File: config.mk
export PLATFORM = sky130hd
export DESIGN_NAME = icache_ctrl
export DESIGN_NICKNAME = d
export VERILOG_FILES = /design/src/rtl/icache_ctrl.sv
export SDC_FILE = /design/constraint.sdc
export NUM_CORES = 1
export LEC_CHECK = 0
export BUFFER_PORTS_ARGS = -buffer_cell sky130_fd_sc_hd__buf_4
export CORE_ASPECT_RATIO = 0.9
export CORE_UTILIZATION = 50
export CTS_CLUSTER_SIZE = 10
export DETAILED_ROUTE_END_ITERATION = 7
export PLACE_DENSITY_LB_ADDON = 0.1
export SKIP_LAST_GASP = 1
export SLEW_MARGIN = 25
export SYNTH_ARGS = -nofsm -noshare
export SYNTH_HDL_FRONTEND = slang
export SYNTH_SLANG_ARGS = --single-unit
File: constraint.sdc
create_clock -name clk -period 9.6 [get_ports clk]
set_input_delay 0.96 -clock clk [delete_from_list [all_inputs] [get_ports clk]]
set_output_delay 0.96 -clock clk [all_outputs]
set_load 0.005 [all_outputs]
File: src/rtl/icache_ctrl.sv
// Direct-mapped read-only instruction cache with whole-line fill from backing memory.
// Optional hit/miss counters are enabled by defining ICACHE_STATS_EN.
module icache_ctrl #(
  parameter int WORD_SIZE  = 16,
  parameter int LINE_WORDS = 4,
  parameter int NUM_LINES  = 4
) (
  input  logic                            clk,
  input  logic                            reset,
  input  logic                            i_mem_read,
  input  logic [WORD_SIZE-1:0]            i_address,
  output logic [WORD_SIZE-1:0]            i_data,
  output logic                            i_ready,
  output logic                            i_input_ready,
  output logic                            mem_read,
  output logic [WORD_SIZE-1:0]            mem_address,
  input  logic [WORD_SIZE*LINE_WORDS-1:0] mem_data,
  input  logic                            mem_ready
`ifdef ICACHE_STATS_EN
  ,
  output logic [WORD_SIZE-1:0]            num_hit,
  output logic [WORD_SIZE-1:0]            num_miss
`endif
);

  localparam int OFF_BITS = $clog2(LINE_WORDS);
  localparam int IDX_BITS = $clog2(NUM_LINES);
  localparam int TAG_BITS = WORD_SIZE - OFF_BITS - IDX_BITS;

  typedef enum logic {IDLE, FILL} state_t;

  state_t state_reg, state_next;

  logic [OFF_BITS-1:0] req_offset;
  logic [IDX_BITS-1:0] req_index;
  logic [TAG_BITS-1:0] req_tag;

  logic [NUM_LINES-1:0]                     valid_reg;
  logic [TAG_BITS-1:0]                      tag_mem  [NUM_LINES];
  logic [LINE_WORDS-1:0][WORD_SIZE-1:0]     data_mem [NUM_LINES];

  logic [TAG_BITS-1:0]  fill_tag_reg;
  logic [IDX_BITS-1:0]  fill_index_reg;
  logic                 input_ready_reg;
  logic [WORD_SIZE-1:0] hold_data_reg;

  logic                 hit;
  logic                 miss;
  logic                 fill_write;
  logic [WORD_SIZE-1:0] hit_word;

  assign req_offset = i_address[OFF_BITS-1:0];
  assign req_index  = i_address[OFF_BITS +: IDX_BITS];
  assign req_tag    = i_address[WORD_SIZE-1 -: TAG_BITS];

  // Lookup only happens in IDLE; during a fill the request is ignored entirely.
  assign hit        = (state_reg == IDLE) && i_mem_read && valid_reg[req_index] &&
                      (tag_mem[req_index] == req_tag);
  assign miss       = (state_reg == IDLE) && i_mem_read && !hit;
  assign hit_word   = data_mem[req_index][req_offset];
  assign fill_write = (state_reg == FILL) && mem_ready;

  generate
    for (genvar gi = 0; gi < NUM_LINES; gi++) begin : g_valid
      always_ff @(posedge clk or posedge reset) begin
        if (reset) begin
          valid_reg[gi] <= 1'b0;
        end else if (fill_write && (fill_index_reg == IDX_BITS'(gi))) begin
          valid_reg[gi] <= 1'b1;
        end
      end
    end
  endgenerate

  always_ff @(posedge clk) begin
    if (fill_write) begin
      tag_mem[fill_index_reg]  <= fill_tag_reg;
      data_mem[fill_index_reg] <= mem_data;
    end
  end

  always_ff @(posedge clk or posedge reset) begin
    if (reset) begin
      state_reg       <= IDLE;
      fill_tag_reg    <= '0;
      fill_index_reg  <= '0;
      input_ready_reg <= 1'b0;
      hold_data_reg   <= '0;
    end else begin
      state_reg       <= state_next;
      input_ready_reg <= fill_write;
      if (miss) begin
        fill_tag_reg   <= req_tag;
        fill_index_reg <= req_index;
      end
      if (hit) begin
        hold_data_reg <= hit_word;
      end
    end
  end

  always_comb begin
    state_next  = state_reg;
    mem_read    = 1'b0;
    mem_address = '0;
    case (state_reg)
      IDLE: begin
        if (miss) state_next = FILL;
      end
      FILL: begin
        mem_read    = 1'b1;
        mem_address = {fill_tag_reg, fill_index_reg, {OFF_BITS{1'b0}}};
        if (mem_ready) state_next = IDLE;
      end
      default: state_next = IDLE;
    endcase
  end

  assign i_ready       = hit;
  assign i_data        = hit ? hit_word : hold_data_reg;
  assign i_input_ready = input_ready_reg;

`ifdef ICACHE_STATS_EN
  logic [WORD_SIZE-1:0] num_hit_reg;
  logic [WORD_SIZE-1:0] num_miss_reg;

  always_ff @(posedge clk or posedge reset) begin
    if (reset) begin
      num_hit_reg  <= '0;
      num_miss_reg <= '0;
    end else begin
      if (hit && (num_hit_reg != '1)) num_hit_reg <= num_hit_reg + 1'b1;
      if (miss && (num_miss_reg != '1)) num_miss_reg <= num_miss_reg + 1'b1;
    end
  end

  assign num_hit  = num_hit_reg;
  assign num_miss = num_miss_reg;
`endif

endmodule

==> results of run 1 <==
-- cells in the final DEF, fill, tap and decap left out, types with 2 or more instances in the layout --
master	count
sky130_fd_sc_hd__conb_1	2
sky130_fd_sc_hd__buf_6	3
sky130_fd_sc_hd__nor3b_2	2
sky130_fd_sc_hd__nand4_1	2
sky130_fd_sc_hd__mux4_2	91
sky130_fd_sc_hd__xnor2_1	10
sky130_fd_sc_hd__buf_4	121
sky130_fd_sc_hd__or2_2	4
sky130_fd_sc_hd__nand2_1	2
sky130_fd_sc_hd__mux2_4	9
sky130_fd_sc_hd__mux2_2	22
sky130_fd_sc_hd__inv_1	3
sky130_fd_sc_hd__inv_6	2
sky130_fd_sc_hd__xor2_1	3
sky130_fd_sc_hd__clkbuf_16	41
sky130_fd_sc_hd__and2_1	14
sky130_fd_sc_hd__nor3_2	3
sky130_fd_sc_hd__nor2_1	2
sky130_fd_sc_hd__clkbuf_1	29
sky130_fd_sc_hd__edfxtp_1	304
sky130_fd_sc_hd__dfrtp_1	36
sky130_fd_sc_hd__mux2i_1	3
-- cell families after synthesis --
logic type / share of synthesized area (%)
xor gates and xnor gates: 0.8757
AOI/OAI and AO/OA: 0.1925
and+or+nand+nor: 1.530
other: 0.02884
buffers and inverters: 1.299
muxes: 18.94
DFF: 77.14
-- worst max-delay path, stage by stage --
cell and delay, ns:
sky130_fd_sc_hd__buf_4 0.38, sky130_fd_sc_hd__buf_6 0.65, sky130_fd_sc_hd__mux4_2 0.60, sky130_fd_sc_hd__xnor2_1 0.18, sky130_fd_sc_hd__nand4_1 0.17, sky130_fd_sc_hd__nor3_2 0.20, sky130_fd_sc_hd__nand2_2 0.45, sky130_fd_sc_hd__mux2_4 0.48
sky130_fd_sc_hd__buf_4 0.14
-- synthesized netlist by cell type (all sizes together) --
cell	n
mux2	31
xor2	3
dfrtp	36
nor2	2
mux4	91
clkbuf	9
nand2b	1
nor3	3
or2	4
and3	1
nand2	3
buf	17
and2	14
a21o	1
xnor2	10
conb	1
mux2i	3
a32oi	1
edfxtp	304
a21oi	1
inv	4
nor3b	2
nand4	2
-- worst max path at each step --
| stage | endpoint | startpoint | cells after the start |
|---|---|---|---|
| after floorplan | valid_reg[1] | mem_ready | 3 |
| after global placement | i_data[14] | i_address[2] | 9 |
| after detailed placement | i_data[11] | i_address[2] | 9 |
| after CTS | i_data[11] | i_address[2] | 9 |
| after global routing | i_data[12] | i_address[2] | 9 |
| final | i_data[11] | i_address[2] | 9 |
-- per-stage QoR --
stage	power (mW)	cell area [um^2]
after floorplan	1.939	13010
after detailed placement	2.047	14240
after global placement	2.034	14230
after global routing	3.479	15420
after CTS	3.395	15410
final	3.351	15420
-- final cells by class --
cell class	instances	share of cell area [%]
tap	342	2.776
clock buffer	71	7.450
timing repair buffer	124	6.111
sequential	340	65.05
multi-input combinational	175	18.34
inverter	4	0.1055
clock inverter	3	0.1623
-- metal layers --
metal	track usage [%]	share of wire [%]
met1	25.47	42
met2	30.78	50
met3	4.681	5.9
met4	4.846	1.7
met5	0	0
-- power by group --
group / switching [mW] / internal, mW / total (mW)
logic: 0.126 / 0.127 / 0.253
clock network: 0.534 / 0.806 / 1.34
registers: 0.0346 / 1.72 / 1.76
==> metrics.csv, run 1 <==
metric,value,unit
layout-drive-gt1-share,42.40,%
design.final.nets,769,
number_of_buffers_created_by_cts,40,
die_area,26660,um^2
cp.arrival,4.32,ns
syn_area,13000,um^2
maxCapViolCount,0,
netlist.top_cell.by_area,sky130_fd_sc_hd__edfxtp_1,
drt_pre_antenna_iters,4,
finish.cell_count_without_fillers,1059,
grt_pass1_wl,36920,um
post-synth-top-area-fraction,70.21,%
timing.final.ws_setup,4.317,ns
status,"finished, final reports clean",
required,8.64,ns
leakagePower,5.310,nW
drt-wirelength-per-cell,22.30,um
synthTopCellsByArea,"sky130_fd_sc_hd__edfxtp_1, sky130_fd_sc_hd__mux4_2, sky130_fd_sc_hd__dfrtp_1",
count_of_antenna_diodes_in_the_layout,0,
post_synth_num_cell_types,29,
groute.usage.overall,18.83,%
coreArea,25320,um^2
worstSetupStartpointType,primary input,
critical_path.reg2reg.endpoint,fill_tag_reg[9],
timing.final.crit_share,55.03,%
setup_violations,0,
clockBufferDepth,3,
gp_congestion,0.6940,
beginning_of_the_worst_register_to_register_path,tag_mem[0][0],
setup.worst_path.end_class,output pin,
post_cts.repair.setup_buffers,0,
vias_per_cell,5.485,
worst_r2r_path_depth,6,
grt_overflow,0,
final_util,60.88,%
htree_levels,2,
start_util,51.34,%
synth-seq-area-share,77.14,%
post_cts_hold_buffer_count,0,
timing_worst_setup_path_type,primary input to output pin,
regToRegSetupSlack,7.09,ns
syn_to_final_growth,18.57,%
period_needed,5.283,ns
multi_input_area,2828,um^2
total_placed_cells_including_tap_cells,985,
hold_class,flip-flop to flip-flop,
fillerInstances,1792,
cts_resized,0,
rsz0062_at_grt,no,
drt_total_wl,23620,um
path_clk_slew,0.05,ns
timing.critical_path.fanout_max,55,
min-delay-start,valid_reg[0],
route.detailed.drc,0,
grt_start_max_net_pins,78,
dp_hpwl,13190,um
vias,5809,
pre_cts_ws,3.968,ns
setup_tns,0,ns
slew-limit-headroom,34.46,%
port-buffer-count,116,
io-pin-count,119,
synth_seq_cells,340,
synthesis.yosys.warnings,0,
rows,55,
synth.avg_cell_area,23.90,um^2
ant_nets,0,
tritoncts_num_sinks,340,
min_delay_path_depth,1,
number_of_antenna_violations_at_the_first_check_in_global_routing,0,
initialDrtViolationCount,413,
grt_pass1_vias,6377,
timing.hold.worst_endpoint,valid_reg[0],
synthCells,544,
power.ir.vdd_worst,0.1400,mV
slew_violations,0,
timing.clock.skew,0.02479,ns
clock_tree_from_tritoncts,done,
root_buffer,sky130_fd_sc_hd__clkbuf_16,
hold_slack,0.4666,ns
largest_register_ffs,256,
hold_violations,0,
worst-slew-pin-transition,0.9832,ns
power_density_over_the_cells,217.3,nW/um^2
worst_skew_pair.late_latency,0.52,ns
dieHeight,155.0,um
die_boundary_width,172.0,um
max_freq,0.1893,GHz
register_area,10030,um^2
Note: power is estimated with default switching activity, not from simulation.
==> inputs of run 2 (changes only) <==
--- a/config.mk
+++ b/config.mk
@@ -5,6 +5,7 @@
 export SDC_FILE = /design/constraint.sdc
 export NUM_CORES = 1
 export LEC_CHECK = 0
+export ABC_AREA = 1
 export BUFFER_PORTS_ARGS = -buffer_cell sky130_fd_sc_hd__buf_4
 export CORE_ASPECT_RATIO = 0.9
 export CORE_UTILIZATION = 50
==> constraint.sdc (replaced) <==
create_clock -name clk -period 5.4 [get_ports clk]
set_input_delay 0.54 -clock clk [delete_from_list [all_inputs] [get_ports clk]]
set_output_delay 0.54 -clock clk [all_outputs]
set_load 0.005 [all_outputs]
==> metrics.csv, run 2 <==
metric,value,unit
number_of_antenna_violations_at_the_first_check_in_global_routing,1,
port-buffer-count,116,
dominant_combinational_cell_family_by_area_after_synthesis,simple AND/OR/NAND/NOR gates,
count_of_antenna_diodes_in_the_layout,0,
timing.final.ws_setup,1.225,ns
gp_congestion,0.8026,
grt_start_max_net_pins,90,
slew-limit-headroom,35.76,%
crit_slowest_cell,sky130_fd_sc_hd__clkinv_2,
netlist.top_cell.by_area,sky130_fd_sc_hd__edfxtp_1,
maxCapViolCount,0,
timing.clock.skew,0.01222,ns
die_area,27730,um^2
timing.critical_path.fanout_max,47,
synth-compound-area-share,9.651,%
dominantRegCellSynth,sky130_fd_sc_hd__edfxtp_1,
drt_total_wl,32530,um
grt_overflow,0,
crit_chain,"buf_4, clkinv_2, nand3_1, nand2_1, nand2_1, nand2_1, nor2_1, nand2_1, nor2_4, nand2_2, nor2_1, nor2_1, buf_4",
vias_per_cell,5.699,
groute.usage.overall,24.04,%
worst-slew-pin-transition,0.9636,ns
power_density_over_the_cells,376.8,nW/um^2
drt_pre_antenna_iters,5,
tritoncts_num_sinks,340,
post_cts_hold_buffer_count,0,
synth_seq_cells,340,
initialDrtViolationCount,715,
path_clk_slew,0.06,ns
worst_skew_pair.late_latency,0.51,ns
share_of_synthesized_cell_area_in_and_or_nand_and_nor_gates,13.00,%
pwr-share-clk,39.2,%
required,4.86,ns
seqPwrFrac,52.5,%
dp_hpwl,18540,um
start_util,51.37,%
cts_resized,0,
leading_cell_types_by_count_after_synthesis,"sky130_fd_sc_hd__edfxtp_1, sky130_fd_sc_hd__nor2_1, sky130_fd_sc_hd__nand2_1, sky130_fd_sc_hd__o21ai_0, sky130_fd_sc_hd__nand3_1",
syn_area,13530,um^2
design.final.nets,1271,
hold_class,primary input to async pin,
largest_register_ffs,256,
pre_cts_ws,1.223,ns
timing_worst_setup_path_type,primary input to output pin,
hold_violations,0,
synthXorXnorAreaFrac,0.1294,%
die_boundary_width,175.4,um
synthMostInstantiatedCell,sky130_fd_sc_hd__edfxtp_1,
route.detailed.drc,0,
timing.final.crit_share,77.31,%
layout-drive-gt1-share,15.38,%
sw_frac_of_total,22.57,%
synth_enable_flop_cells,304,
syn_to_final_growth,16.54,%
commonest_non_fill_non_tap_cell_in_the_layout,sky130_fd_sc_hd__edfxtp_1,
most-common-layout-cells,"sky130_fd_sc_hd__edfxtp_1, sky130_fd_sc_hd__nor2_1, sky130_fd_sc_hd__nand2_1",
post_synth_num_cell_types,30,
setup_violations,0,
grt_pass1_vias,8499,
synth_adder_area_share,0,%
vias,8873,
synthTopCellsByArea,"sky130_fd_sc_hd__edfxtp_1, sky130_fd_sc_hd__dfrtp_1, sky130_fd_sc_hd__nor2_1",
io-pin-count,119,
synth-seq-area-share,74.11,%
htree_levels,2,
synthesis.yosys.warnings,0,
root_buffer,sky130_fd_sc_hd__clkbuf_16,
number_of_buffers_created_by_cts,39,
clockBufferDepth,3,
post-synth-top-area-fraction,67.45,%
period_needed,4.175,ns
setup_tns,0,ns
worstSetupStartpointType,primary input,
total_switching_power,1.341,mW
dieHeight,158.1,um
rsz0062_at_grt,no,
comb_power_share,8.3,%
slew_violations,0,
post_cts.repair.setup_buffers,0,
power.ir.vdd_worst,0.2772,mV
max_freq,0.2395,GHz
synthCells,1083,
synth.avg_cell_area,12.50,um^2
coreArea,26350,um^2
crit_path_max_incr_delay,0.63,ns
ant_nets,0,
synth.area.mux_share,0,%
clock_tree_from_tritoncts,done,
synthArstFlopShare,10.59,%
setup.worst_path.end_class,output pin,
status,"finished, final reports clean",
rows,56,
crit_path_frequent_cell,sky130_fd_sc_hd__nand2_1,
drt-wirelength-per-cell,20.89,um
internal_dissipation,4.602,mW
leakagePower,5.839,nW
cp.arrival,3.63,ns
grt_pass1_wl,49820,um
==> run 2: changes by cell type in the layout (fill, tap and decap cells not counted), sizes merged, moves of 20 or more <==
| cell | delta |
|---|---|
| o221ai | +48 |
| nand2 | +155 |
| inv | +20 |
| nor2 | +176 |
| mux4 | -91 |
| o21ai | +139 |
| mux2 | -31 |
| nand3 | +65 |
==> run 2: logic make-up after synthesis <==
logic type	after synthesis
simple gates	424
buf+inv	96
xor+xnor	2
compound gates	220
other cells	1
flops	340
==> run 2: final timing paths <==
check                                  start           endpoint  cells after the start  slack [ns]
worst max-delay path            i_address[3]          i_data[5]                     13        1.23
worst min-delay path                   reset   fill_tag_reg[11]                      2        0.12
worst max register to register     state_reg    data_mem[3][21]                      4        2.51
worst min register to register  valid_reg[1]       valid_reg[1]                      1        0.47
max in group asynchronous              reset  fill_index_reg[1]                      3        4.47
min in group clk                   mem_ready          state_reg                      2        0.21
==> run 2: layout make-up <==
type / count / area [um^2]
clock buffer: 63 / 1109
fill: 2162 / 10570
inverter: 27 / 105.1
multi-input combinational: 648 / 3110
sequential: 340 / 10030
tap: 348 / 435.4
timing repair buffer: 131 / 983.4
==> run 2: power groups by stage <==
stage / clock [mW] / sequential (mW) / combinational (mW)
after floorplan: 0 / 3.17 / 0.280
after global placement: 0 / 3.17 / 0.495
after detailed placement: 0 / 3.17 / 0.499
after CTS: 2.37 / 3.12 / 0.501
after global routing: 2.47 / 3.13 / 0.551
final: 2.33 / 3.12 / 0.495
==> run 2: metal layers <==
metal | vias to the layer above | global-route usage (%) | share of wire (%)
met5 | - | 0 | 0.046
met4 | 2 | 7.660 | 2.1
met3 | 52 | 3.915 | 7.2
met2 | 364 | 38.68 | 47
met1 | 4333 | 33.72 | 44
li1 | 4122 | - | -
==> run 2: critical path, delay by kind of cell <==
kind	cells	cell delay, ns
and+or+nand+nor	10	2.07
buffers and inverters	3	0.99
==> run 2: through the flow <==
step	cell area (um^2)	total power [mW]	hold slack [ns]	util, %	instances
floorplan	13540	3.447	0.4400	-	1084
finish	15770	5.944	0.1159	59.87	1557
global route	15770	6.153	0.1528	59.87	1557
CTS	15770	5.992	0.1225	59.87	1557
global placement	14660	3.665	0.4529	55.66	1494
detailed placement	14660	3.670	0.4575	55.66	1494
==> inputs of run 3 (changes only) <==
==> constraint.sdc (replaced) <==
create_clock -name clk -period 4.13 [get_ports clk]
set_input_delay 0.413 -clock clk [delete_from_list [all_inputs] [get_ports clk]]
set_output_delay 0.413 -clock clk [all_outputs]
set_load 0.005 [all_outputs]
==> metrics.csv, run 3 (synthesis gave the netlist of run 2 again) <==
metric,value,unit
largest_register_ffs,256,
regToRegSetupSlack,1.62,ns
port-buffer-count,116,
syn_to_final_growth,18.52,%
setup_violations,0,
number_of_buffers_created_by_cts,40,
pre_cts_ws,0.9814,ns
hold_violations,0,
timing.critical_path.fanout_max,58,
coreArea,26350,um^2
grt_start_max_net_pins,78,
dieHeight,158.1,um
setup.worst_path.end_class,output pin,
worst_skew_pair.late_latency,0.52,ns
most-common-layout-cells,"sky130_fd_sc_hd__edfxtp_1, sky130_fd_sc_hd__nor2_1, sky130_fd_sc_hd__nand2_1",
cts_resized,0,
maxCapViolCount,0,
ant_nets,0,
max_freq,0.3151,GHz
fillerInstances,2131,
htree_levels,2,
design.final.nets,1283,
clock_tree_from_tritoncts,done,
leakagePower,5.955,nW
worstSetupStartpointType,primary input,
timing.clock.skew,0.01593,ns
cp.arrival,2.76,ns
hold_slack,0.04059,ns
dp_hpwl,19150,um
number_of_antenna_violations_at_the_first_check_in_global_routing,1,
postLayoutCellArea,16040,um^2
worst-slew-pin-transition,0.8279,ns
drt-wirelength-per-cell,20.69,um
post_cts_hold_buffer_count,0,
placement.cell_area,14900,um^2
hold_class,primary input to async pin,
power.ir.vdd_worst,0.3092,mV
grt_overflow,0,
die_area,27730,um^2
initialDrtViolationCount,806,
grt_pass1_vias,8501,
period_needed,3.174,ns
io-pin-count,119,
rows,56,
root_buffer,sky130_fd_sc_hd__clkbuf_16,
drt_total_wl,32390,um
die_boundary_width,175.4,um
clockBufferDepth,3,
gp_congestion,0.8503,
post_cts.repair.setup_buffers,0,
status,"finished, final reports clean",
tritoncts_num_sinks,340,
vias,8893,
path_clk_slew,0.05,ns
layout-drive-gt1-share,16.53,%
timing.final.crit_share,76.85,%
drt_pre_antenna_iters,5,
slew_violations,0,
power_density_over_the_cells,491.1,nW/um^2
timing.final.ws_setup,0.9560,ns
grt_pass1_wl,49340,um
required,3.72,ns
commonest_non_fill_non_tap_cell_in_the_layout,sky130_fd_sc_hd__edfxtp_1,
slew-limit-headroom,44.63,%
vias_per_cell,5.682,
timing_worst_setup_path_type,primary input to output pin,
route.detailed.drc,0,
rsz0062_at_grt,no,
groute.usage.overall,23.87,%
start_util,51.37,%
## run 3: power breakdown
part	switching, mW	internal [mW]
clock	1.26	1.86
sequential	0.0936	3.99
combinational	0.442	0.236
total	1.80	6.08
## run 3: metal layers
| layer | track usage, % | up-vias | wire length (um) |
|---|---|---|---|
| li1 | - | 4161 | - |
| met1 | 32.89 | 4353 | 14200 |
| met2 | 38.91 | 326 | 15380 |
| met3 | 3.770 | 53 | 2001 |
| met4 | 8.199 | 0 | 799 |
| met5 | 0 | - | 0 |
## run 3: area by class of cell
cell class                      count  area, um^2  area share, %
Antenna cell                        1       2.502        0.01560
Clock inverter                      2       25.02         0.1560
Inverter                           27       103.9         0.6474
Timing Repair Buffer              142        1191          7.426
Sequential cell                   340       10030          62.53
Tap cell                          348       435.4          2.715
Clock buffer                       57        1117          6.966
Multi-Input combinational cell    648        3136          19.55
## run 3: stage by stage
| stage | util (%) | instances | setup TNS (ns) | power, mW |
|---|---|---|---|---|
| after global placement | 56.54 | 1505 | 0 | 4.823 |
| after CTS | 60.88 | 1564 | 0 | 7.932 |
| final | 60.89 | 1565 | 0 | 7.877 |
| after floorplan | - | 1084 | -18.37 | 4.497 |
| after global routing | 60.89 | 1565 | 0 | 8.150 |
| after detailed placement | 56.54 | 1505 | 0 | 4.833 |
## run 3: path summary, 6_finish.rpt
kind                       cells past startpoint    startpoint           endpoint
max in group asynchronous                      3         reset  hold_data_reg[13]
hold / removal                                 3         reset    fill_tag_reg[0]
min in group clk                               2     mem_ready          state_reg
hold reg to reg                                1  valid_reg[2]       valid_reg[2]
setup reg to reg                               3     state_reg    data_mem[2][32]
setup / recovery                              10  i_address[2]          i_data[5]
## run 3: critical path, cell delays in order
cell and delay [ns]:
sky130_fd_sc_hd__buf_4 0.20, sky130_fd_sc_hd__buf_4 0.55, sky130_fd_sc_hd__buf_4 0.38, sky130_fd_sc_hd__o21ai_0 0.13, sky130_fd_sc_hd__o221ai_1 0.36, sky130_fd_sc_hd__nand3_1 0.13
sky130_fd_sc_hd__nand2_1 0.18, sky130_fd_sc_hd__nor2_1 0.08, sky130_fd_sc_hd__nor2_1 0.17, sky130_fd_sc_hd__buf_4 0.13
